### src/rtl/pipe_hazard_ctrl_if.sv
// Bundle of stall requests, exception redirect and statistics outputs for pipe_hazard_ctrl.
// excp_pc is qualified by excp_req; there is no ready: a request is taken when sampled in RUN.
interface pipe_hazard_ctrl_if #(
  parameter int STAGES = 6,
  parameter int NREQ   = 2,
  parameter int PC_W   = 32,
  parameter int CNT_W  = 32
);
  localparam int CW = (NREQ > 1) ? $clog2(NREQ) : 1;

  logic [NREQ-1:0]       stall_req;
  logic                  excp_req;
  logic [PC_W-1:0]       excp_pc;
  logic                  clr_cnt;
  logic [STAGES-1:0]     stall;
  logic                  flush;
  logic [PC_W-1:0]       new_pc;
  logic [CW-1:0]         cause;
  logic                  cause_vld;
  logic [CNT_W-1:0]      cnt_total;
  logic [NREQ*CNT_W-1:0] cnt_cause;
  logic [1:0]            fsm_state;

  modport master (
    output stall_req, excp_req, excp_pc, clr_cnt,
    input  stall, flush, new_pc, cause, cause_vld, cnt_total, cnt_cause, fsm_state
  );

  modport slave (
    input  stall_req, excp_req, excp_pc, clr_cnt,
    output stall, flush, new_pc, cause, cause_vld, cnt_total, cnt_cause, fsm_state
  );
endinterface

### src/rtl/pipe_hazard_ctrl.sv
// Pipeline hazard control: stall-request to freeze-mask merge, flush/redirect sequencer
// with post-flush drain guard, and saturating per-cause stall statistics.
module pipe_hazard_ctrl #(
  parameter int               STAGES    = 6,
  parameter int               NREQ      = 2,
  parameter logic [4*NREQ-1:0] REQ_STAGE = {4'd3, 4'd2},
  parameter int               PC_W      = 32,
  parameter int               DRAIN_CYC = 3,
  parameter int               CNT_W     = 32
) (
  input  logic             clk,
  input  logic             rst,
  pipe_hazard_ctrl_if.slave bus
);
  localparam int CW = (NREQ > 1) ? $clog2(NREQ) : 1;
  localparam int DW = $clog2(DRAIN_CYC + 1);

  typedef enum logic [1:0] {
    RUN   = 2'd0,
    FLUSH = 2'd1,
    DRAIN = 2'd2
  } state_e;

  state_e          state_q;
  logic [DW-1:0]   drn_q;
  logic [PC_W-1:0] pc_q;
  logic            flush_q;

  logic              flush_o;
  logic [NREQ-1:0]   req_eff;
  logic [STAGES-1:0] stall_d;
  logic [CW-1:0]     win_d;
  logic [3:0]        win_stg;
  logic              found;

  logic [CNT_W-1:0] tot_q;
  logic [CNT_W-1:0] cc_q [NREQ];

  // pc_q is cleared on leaving FLUSH so new_pc reads zero outside the pulse.
  always_ff @(posedge clk) begin
    if (rst) begin
      state_q <= RUN;
      drn_q   <= '0;
      pc_q    <= '0;
      flush_q <= 1'b0;
    end else begin
      case (state_q)
        RUN: begin
          if (bus.excp_req) begin
            state_q <= FLUSH;
            pc_q    <= bus.excp_pc;
            drn_q   <= DW'(DRAIN_CYC);
            flush_q <= 1'b1;
          end
        end
        FLUSH: begin
          state_q <= DRAIN;
          pc_q    <= '0;
          flush_q <= 1'b0;
        end
        DRAIN: begin
          drn_q <= drn_q - DW'(1);
          if (drn_q <= DW'(1)) state_q <= RUN;
        end
        default: begin
          state_q <= RUN;
          flush_q <= 1'b0;
        end
      endcase
    end
  end

  assign flush_o = flush_q & ~rst;

  // Largest REQ_STAGE wins; strict compare keeps the lowest index on ties.
  always_comb begin
    req_eff = bus.stall_req & {NREQ{~(rst | flush_o)}};
    stall_d = '0;
    win_d   = '0;
    win_stg = '0;
    found   = 1'b0;
    for (int i = 0; i < NREQ; i++) begin
      if (req_eff[i]) begin
        for (int s = 0; s < STAGES; s++) begin
          if (s <= int'(REQ_STAGE[4*i +: 4])) stall_d[s] = 1'b1;
        end
        if (!found || (REQ_STAGE[4*i +: 4] > win_stg)) begin
          found   = 1'b1;
          win_d   = CW'(i);
          win_stg = REQ_STAGE[4*i +: 4];
        end
      end
    end
  end

  always_ff @(posedge clk) begin
    if (rst || bus.clr_cnt) begin
      tot_q <= '0;
      for (int i = 0; i < NREQ; i++) cc_q[i] <= '0;
    end else if (found) begin
      if (tot_q != '1) tot_q <= tot_q + CNT_W'(1);
      if (cc_q[win_d] != '1) cc_q[win_d] <= cc_q[win_d] + CNT_W'(1);
    end
  end

  for (genvar g = 0; g < NREQ; g++) begin : g_pack
    assign bus.cnt_cause[g*CNT_W +: CNT_W] = cc_q[g];
  end

  assign bus.stall     = stall_d;
  assign bus.cause     = win_d;
  assign bus.cause_vld = found;
  assign bus.flush     = flush_o;
  assign bus.new_pc    = flush_o ? pc_q : '0;
  assign bus.cnt_total = tot_q;
  assign bus.fsm_state = state_q;
endmodule
### src/flat_wrapper.sv
// flat-port wrapper written by rule: the top's interface ports become plain ports
module pipe_hazard_ctrl_flat 
#(
  parameter int               STAGES    = 6,
  parameter int               NREQ      = 2,
  parameter logic [4*NREQ-1:0] REQ_STAGE = {4'd3, 4'd2},
  parameter int               PC_W      = 32,
  parameter int               DRAIN_CYC = 3,
  parameter int               CNT_W     = 32
)
  (clk, rst, bus_stall_req, bus_excp_req, bus_excp_pc, bus_clr_cnt, bus_stall, bus_flush, bus_new_pc, bus_cause, bus_cause_vld, bus_cnt_total, bus_cnt_cause, bus_fsm_state);
  pipe_hazard_ctrl_if #(.STAGES(STAGES), .NREQ(NREQ), .PC_W(PC_W), .CNT_W(CNT_W)) bus_i ();
  input  logic clk;
  input  logic rst;
  input wire logic [$bits(bus_i.stall_req)-1:0] bus_stall_req;
  input wire logic [$bits(bus_i.excp_req)-1:0] bus_excp_req;
  input wire logic [$bits(bus_i.excp_pc)-1:0] bus_excp_pc;
  input wire logic [$bits(bus_i.clr_cnt)-1:0] bus_clr_cnt;
  output wire logic [$bits(bus_i.stall)-1:0] bus_stall;
  output wire logic [$bits(bus_i.flush)-1:0] bus_flush;
  output wire logic [$bits(bus_i.new_pc)-1:0] bus_new_pc;
  output wire logic [$bits(bus_i.cause)-1:0] bus_cause;
  output wire logic [$bits(bus_i.cause_vld)-1:0] bus_cause_vld;
  output wire logic [$bits(bus_i.cnt_total)-1:0] bus_cnt_total;
  output wire logic [$bits(bus_i.cnt_cause)-1:0] bus_cnt_cause;
  output wire logic [$bits(bus_i.fsm_state)-1:0] bus_fsm_state;
  assign bus_i.stall_req = bus_stall_req;
  assign bus_i.excp_req = bus_excp_req;
  assign bus_i.excp_pc = bus_excp_pc;
  assign bus_i.clr_cnt = bus_clr_cnt;
  assign bus_stall = bus_i.stall;
  assign bus_flush = bus_i.flush;
  assign bus_new_pc = bus_i.new_pc;
  assign bus_cause = bus_i.cause;
  assign bus_cause_vld = bus_i.cause_vld;
  assign bus_cnt_total = bus_i.cnt_total;
  assign bus_cnt_cause = bus_i.cnt_cause;
  assign bus_fsm_state = bus_i.fsm_state;
  pipe_hazard_ctrl #(.STAGES(STAGES), .NREQ(NREQ), .REQ_STAGE(REQ_STAGE), .PC_W(PC_W), .DRAIN_CYC(DRAIN_CYC), .CNT_W(CNT_W)) u_core (.clk(clk), .rst(rst), .bus(bus_i));
endmodule
### config.mk
export PLATFORM = sky130hd
export DESIGN_NAME = pipe_hazard_ctrl_flat
export DESIGN_NICKNAME = d
export VERILOG_FILES = /design/src/rtl/pipe_hazard_ctrl_if.sv /design/src/rtl/pipe_hazard_ctrl.sv /design/src/flat_wrapper.sv
export SDC_FILE = /design/constraint.sdc
export NUM_CORES = 1
export LEC_CHECK = 0
export CAP_MARGIN = 20
export CORE_ASPECT_RATIO = 0.7
export CORE_MARGIN = 2
export CORE_UTILIZATION = 49
export DETAILED_ROUTE_END_ITERATION = 8
export HOLD_SLACK_MARGIN = 0.06
export PLACE_DENSITY = 0.83
export SYNTH_ARGS = -nofsm -noshare
export SYNTH_HDL_FRONTEND = slang
export SYNTH_SLANG_ARGS = --single-unit
export TNS_END_PERCENT = 100
### constraint.sdc
create_clock -name clk -period 4.86 [get_ports clk]
set_input_delay 0.729 -clock clk [delete_from_list [all_inputs] [get_ports clk]]
set_output_delay 0.729 -clock clk [all_outputs]
set_load 0.02 [all_outputs]
Word level (Yosys, flattened, before mapping)
Memory sizes are Yosys's and may differ from the RTL's.
Index checks and enable logic that the tools add are counted.
{"block": "totals", "ram_bits": 64, "in_bits": 38, "n_memories": 1, "output_inout_bits": 139, "register_bits": 69, "elab_cells": 62}
{"block": "classes", "n_eq_ne": 6, "n_bitwise": 6, "n_addsub": 3, "mux": 27, "order_cmp": 2, "n_reduce_logical": 12}
{"memory": "u_core.cc_q", "words": 2, "width": 32, "rd": 3, "rd_ports_with_merged_regs": 0, "write_ports": 2, "line_no": "pipe_hazard_ctrl.sv:37", "text": "logic [CNT_W-1:0] cc_q [NREQ];"}
{"operator": "two-way mux 32 bit", "count": 3}
{"operator": "adder 32 x 1 -> 32 bit (second input constant)", "count": 2}
{"operator": "inequality test 32 bit (second input constant)", "count": 2}
{"operator": "case mux 32 bit (2 select lines)", "count": 1}
{"operator": "OR reduction 32 bit", "count": 1}
{"operator": "two-way mux 1 bit", "count": 14}
{"operator": "AND reduction 2 bit", "count": 5}
{"operator": "two-way mux 2 bit", "count": 4}
{"operator": "case mux 2 bit (3 select lines)", "count": 1}
{"operator": "two-way mux 4 bit", "count": 1}
{"operator": "case mux 2 bit (2 select lines)", "count": 1}
{"operator": "nonzero test 2 bit", "count": 2}
{"operator": "two-way mux 3 bit", "count": 1}
{"operator": "NOT 1 bit", "count": 3}
{"operator": "bitwise AND 2 bit", "count": 1}
{"operator": "== test 2 x 1 -> 1 bit (second input constant)", "count": 1}
{"operator": "== test 2 bit (second input constant)", "count": 1}
{"operator": "greater-than comparator 2 bit (first input constant)", "count": 1}
{"operator": "less-or-equal comparator 2 x 1 -> 1 bit (second input constant)", "count": 1}
{"operator": "logical NOT 2 bit", "count": 1}
{"operator": "logical OR 1 bit", "count": 2}
{"operator": "inequality test 2 x 1 -> 1 bit (second input constant)", "count": 1}
{"operator": "inequality test 2 bit (second input constant)", "count": 1}
{"operator": "case mux 1 bit (2 select lines)", "count": 1}
{"operator": "other kinds (4)", "count": 4}

Logic depth before layout (Yosys ltp)
An unclocked memory read counts as a cell.
{"block": "logic_depth", "word_depth": 18, "mapped_depth": 16, "mapped_depth_nobuf": 11}

Least setup slack after synthesis
OpenSTA, ideal clock, no wires.
{"block": "synth_path", "path_kind": "input to register", "from": "input port rst", "to": "memory u_core.cc_q[0][0] (enable)", "setup_slack_ps": 147, "t_required_ps": 4381, "setup_ps": 479, "t_arrival_ps": 4234, "n_path_buf": 5, "path_stages": 16, "path_cell_list": "or3b_1 > buf_6 > inv_2 > buf_6 > buf_2 > buf_1 > nand2_1 > nand2_1 > ha_1 > nand4_1 > nor3_1 > o21ai_1 > nor3_1 > a21o_1 > buf_2 > nand2_1"}
{"item": "from (decl)", "line_no": "flat_wrapper.sv:14", "text": "input logic rst;"}
{"item": "to (decl)", "line_no": "pipe_hazard_ctrl.sv:37"}

==> results.toml <==
[clock_network]
cts.sink_count = 133
holdBufCountCts = 0
post_cts_buffers = 0
cts_htree_levels = 4
clock_path_buffers = 2
cts_tree = "done"
clk_pin_slew_ps = 60
cts_inserted_buffers = 17
worstSkewPairLatency_ps = 410
cts_resized = 0
root_buffer = "clkbuf_16"

[floorplan]
ioPinCount = 177
die_w_um = 142.0
floorplan.initialDensity_pct = 49.90
die_area_um2 = 14290
coreArea_um2 = 13090
rows = 35
die_h_um = 100.6

[sta]
rsz0062_at_grt = "false"
drv_slew = 0
fin_crit_ps = 4029
setup_viol = 0
holdWs_ps = 464.5
tightest_slew_ps = 861.8
fin_worst_skew_ps = 14.96
tns_ps = 0
relSlewSlack_pct = 42.02
finalHoldViolCount = 0
finalCritPeriodShare_pct = 82.89
fmax_mhz = 248.2

[yosys]
ys_seq_area_share_pct = 50.56
synth_xor_area_share_pct = 7.507
netlist_area_um2 = 6534
synth_flop_cell = "dfxtp_1"
synth-simple-area-share_pct = 24.82
syn_area_per_cell_um2 = 9.580
synthDistinctLibCells = 49
synth-adder-area-share_pct = 0.5745
syn_inst = 682
synthArstFlopShare_pct = 0
yosys_warnings = 0
synth_top_family_by_area = "simple AND/OR/NAND/NOR gates"
synth_mux_area_share_pct = 3.830
synth-compound-area-share_pct = 9.230
ys_seq_elements = 133
synth_edf_count = 64

[setup_path]
crit_required_ps = 4950
cp_max_fo = 31
critical_path_arrival_ps = 4120
critical_path_class = "in -> reg"
rr_startpoint = "u_core.flush_q"
cp_top_family = "buffers and inverters"
crit_path_end_kind = "register"
reg2reg_depth = 12
max_stage_delay_ps = 510
worstSetupStartpointType = "input port"
crit_chain = "clkdlybuf4s50_1 -> or3b_1 -> inv_2 -> buf_4 -> buf_4 -> nor3_1 -> o21ai_1 -> nor3_1 -> a21o_1 -> nand2_1 -> buf_4"
reg2reg_slack_ps = 1240
worst-path-buf-inv = 5
cp_num_cells = 11
path_common_cell = "buf_4"
crit_path_top_delay_cell = "clkdlybuf4s50_1"
r2r_end = "u_core.cc_q[0][28]"

[placed_design]
place_area_um2 = 8418
hpwl_um = 13610
place.gp.congestion = 0.9317
port_buffers = 174

[routing]
dr.first_iter.drc_count = 684
post_drt_wl_per_cell_um = 17.90
drcViolationCount = 0
ant_nets = 0
dr.pass1.iters = 5
viasPerCell = 5.730
wl_um = 18490
dr_total_vias = 5919

[layout]
area_growth_pct = 37.51
layout-drive-gt1-share_pct = 5.882
diodes = 0
final_common_cell = "clkdlybuf4s50_1"
fin_area_um2 = 8985
final_nets = 896
final_cell_mix = "clkdlybuf4s50_1 (174), nor2_1 (107), dfxtp_1 (69)"

[outcome]
outcome = "completed"

[power_and_ir_drop]
power_density_nw_per_um2 = 312.0
leakage_uw = 0.003101
max-vdd-ir-drop_v = 0.0002605

[worst_hold_path]
worstHoldPathType = "reg -> reg"
hold_start = "u_core.pc_q[21]"
hold_path_depth = 1
min_to = "u_core.pc_q[21]"

[global_routing]
grt_max_degree = 35
grt_pass1_wl_um = 29090
grt_pass1_vias = 5562
grt_usage_pct = 26.02
antenna_found_initial = 0
gr-total-overflow = 0

[flow_run]
cap_viol_max_count = 0
==> state kept, by name, indices dropped and copies added (netlist names) <==
register	cells
u_core.cc_q	64
u_core.drn_q	2
u_core.flush_q	1
u_core.bus.fsm_state	2
u_core.pc_q	32
u_core.bus.cnt_total	32
==> worst reg2reg max path, cell delays in order, from the launching register on <==
cell and delay, ps:
dfxtp_1 420, or3b_1 240, buf_4 320, nand2_1 100
nand2_1 120, ha_1 270, nand4_1 150, nor3_1 190
o21ai_1 190, nor3_1 410, a21o_1 550, nand2_1 150
buf_4 250
==> layout make-up <==
type / instances / area (µm²)
timing repair buffer: 188 / 1862
sequential: 133 / 3303
tap: 166 / 207.7
fill: 973 / 4109
multi-input combinational: 503 / 3015
inverter: 12 / 45.04
clock inverter: 10 / 70.07
clock buffer: 21 / 481.7
==> layer usage <==
| metal | vias up | GRT usage (%) | wire length [µm] |
|---|---|---|---|
| li1 | 2774 | - | - |
| met1 | 2789 | 35.56 | 8037 |
| met2 | 332 | 39.69 | 8273 |
| met3 | 24 | 8.741 | 1933 |
| met4 | 0 | 7.308 | 246 |
| met5 | - | 0 | 0 |
==> where the power goes <==
part	switching (µW)	internal, µW
clock	479	709
sequential	58.1	1230
combinational	178	152
total	715	2090
==> metrics by stage <==
stage | worst slack [ps] | cells | util, % | total power [µW]
floorplan | 147.3 | 683 | - | 1471
detailed placement | 465.3 | 1001 | 64.29 | 1632
global route | 552.2 | 1033 | 68.62 | 2903
global placement | 617.6 | 1000 | 64.18 | 1621
finish | 831.4 | 1033 | 68.62 | 2803
CTS | 882.2 | 1032 | 68.50 | 2812
==> Yosys cell counts (all sizes together) (2+ instances only) <==
master | number | area share [%]
nor2 | 109 | 6.3
dfxtp | 69 | 21
edfxtp | 64 | 29
nand2 | 56 | 3.2
xnor2 | 40 | 5.4
and2 | 37 | 3.5
nand3 | 35 | 2.7
nand4 | 32 | 3.1
a22o | 31 | 4.2
mux2i | 25 | 3.8
a21oi | 21 | 1.6
clkbuf | 18 | 1.0
nor3 | 18 | 1.4
buf | 17 | 1.7
o21ai | 16 | 1.2
xor2 | 16 | 2.1
inv | 12 | 0.69
or3 | 10 | 0.96
and3 | 6 | 0.57
and4 | 6 | 0.80
nor4 | 5 | 0.48
nand2b | 4 | 0.38
nor2b | 4 | 0.38
a21o | 3 | 0.34
ha | 3 | 0.57
o22ai | 3 | 0.29
or4 | 3 | 0.40
a211oi | 2 | 0.23
a22oi | 2 | 0.23
o211ai | 2 | 0.23
==> worst max path at each step <==
stage / from / to / slack, ps
finish: bus_stall_req[1] / u_core.cc_q[0][28] / 830
global route: bus_stall_req[1] / u_core.cc_q[0][24] / 550
CTS: bus_stall_req[1] / u_core.cc_q[1][16] / 880
detailed placement: bus_stall_req[1] / u_core.cc_q[1][18] / 470
global placement: bus_stall_req[1] / u_core.cc_q[1][4] / 620
floorplan: rst / u_core.cc_q[0][0] / 150
==> kinds of logic (layout without fill, tap and decap cells) <==
kind of cell    after synthesis  count (layout)
xor+xnor                     56              56
other cells                   1               2
mux                          25              25
fa+ha+maj                     3               3
buf+inv                      47             231
flops                       133             133
simple gates                330             330
compound gates               87              87
(Power assumes the default switching activity.)
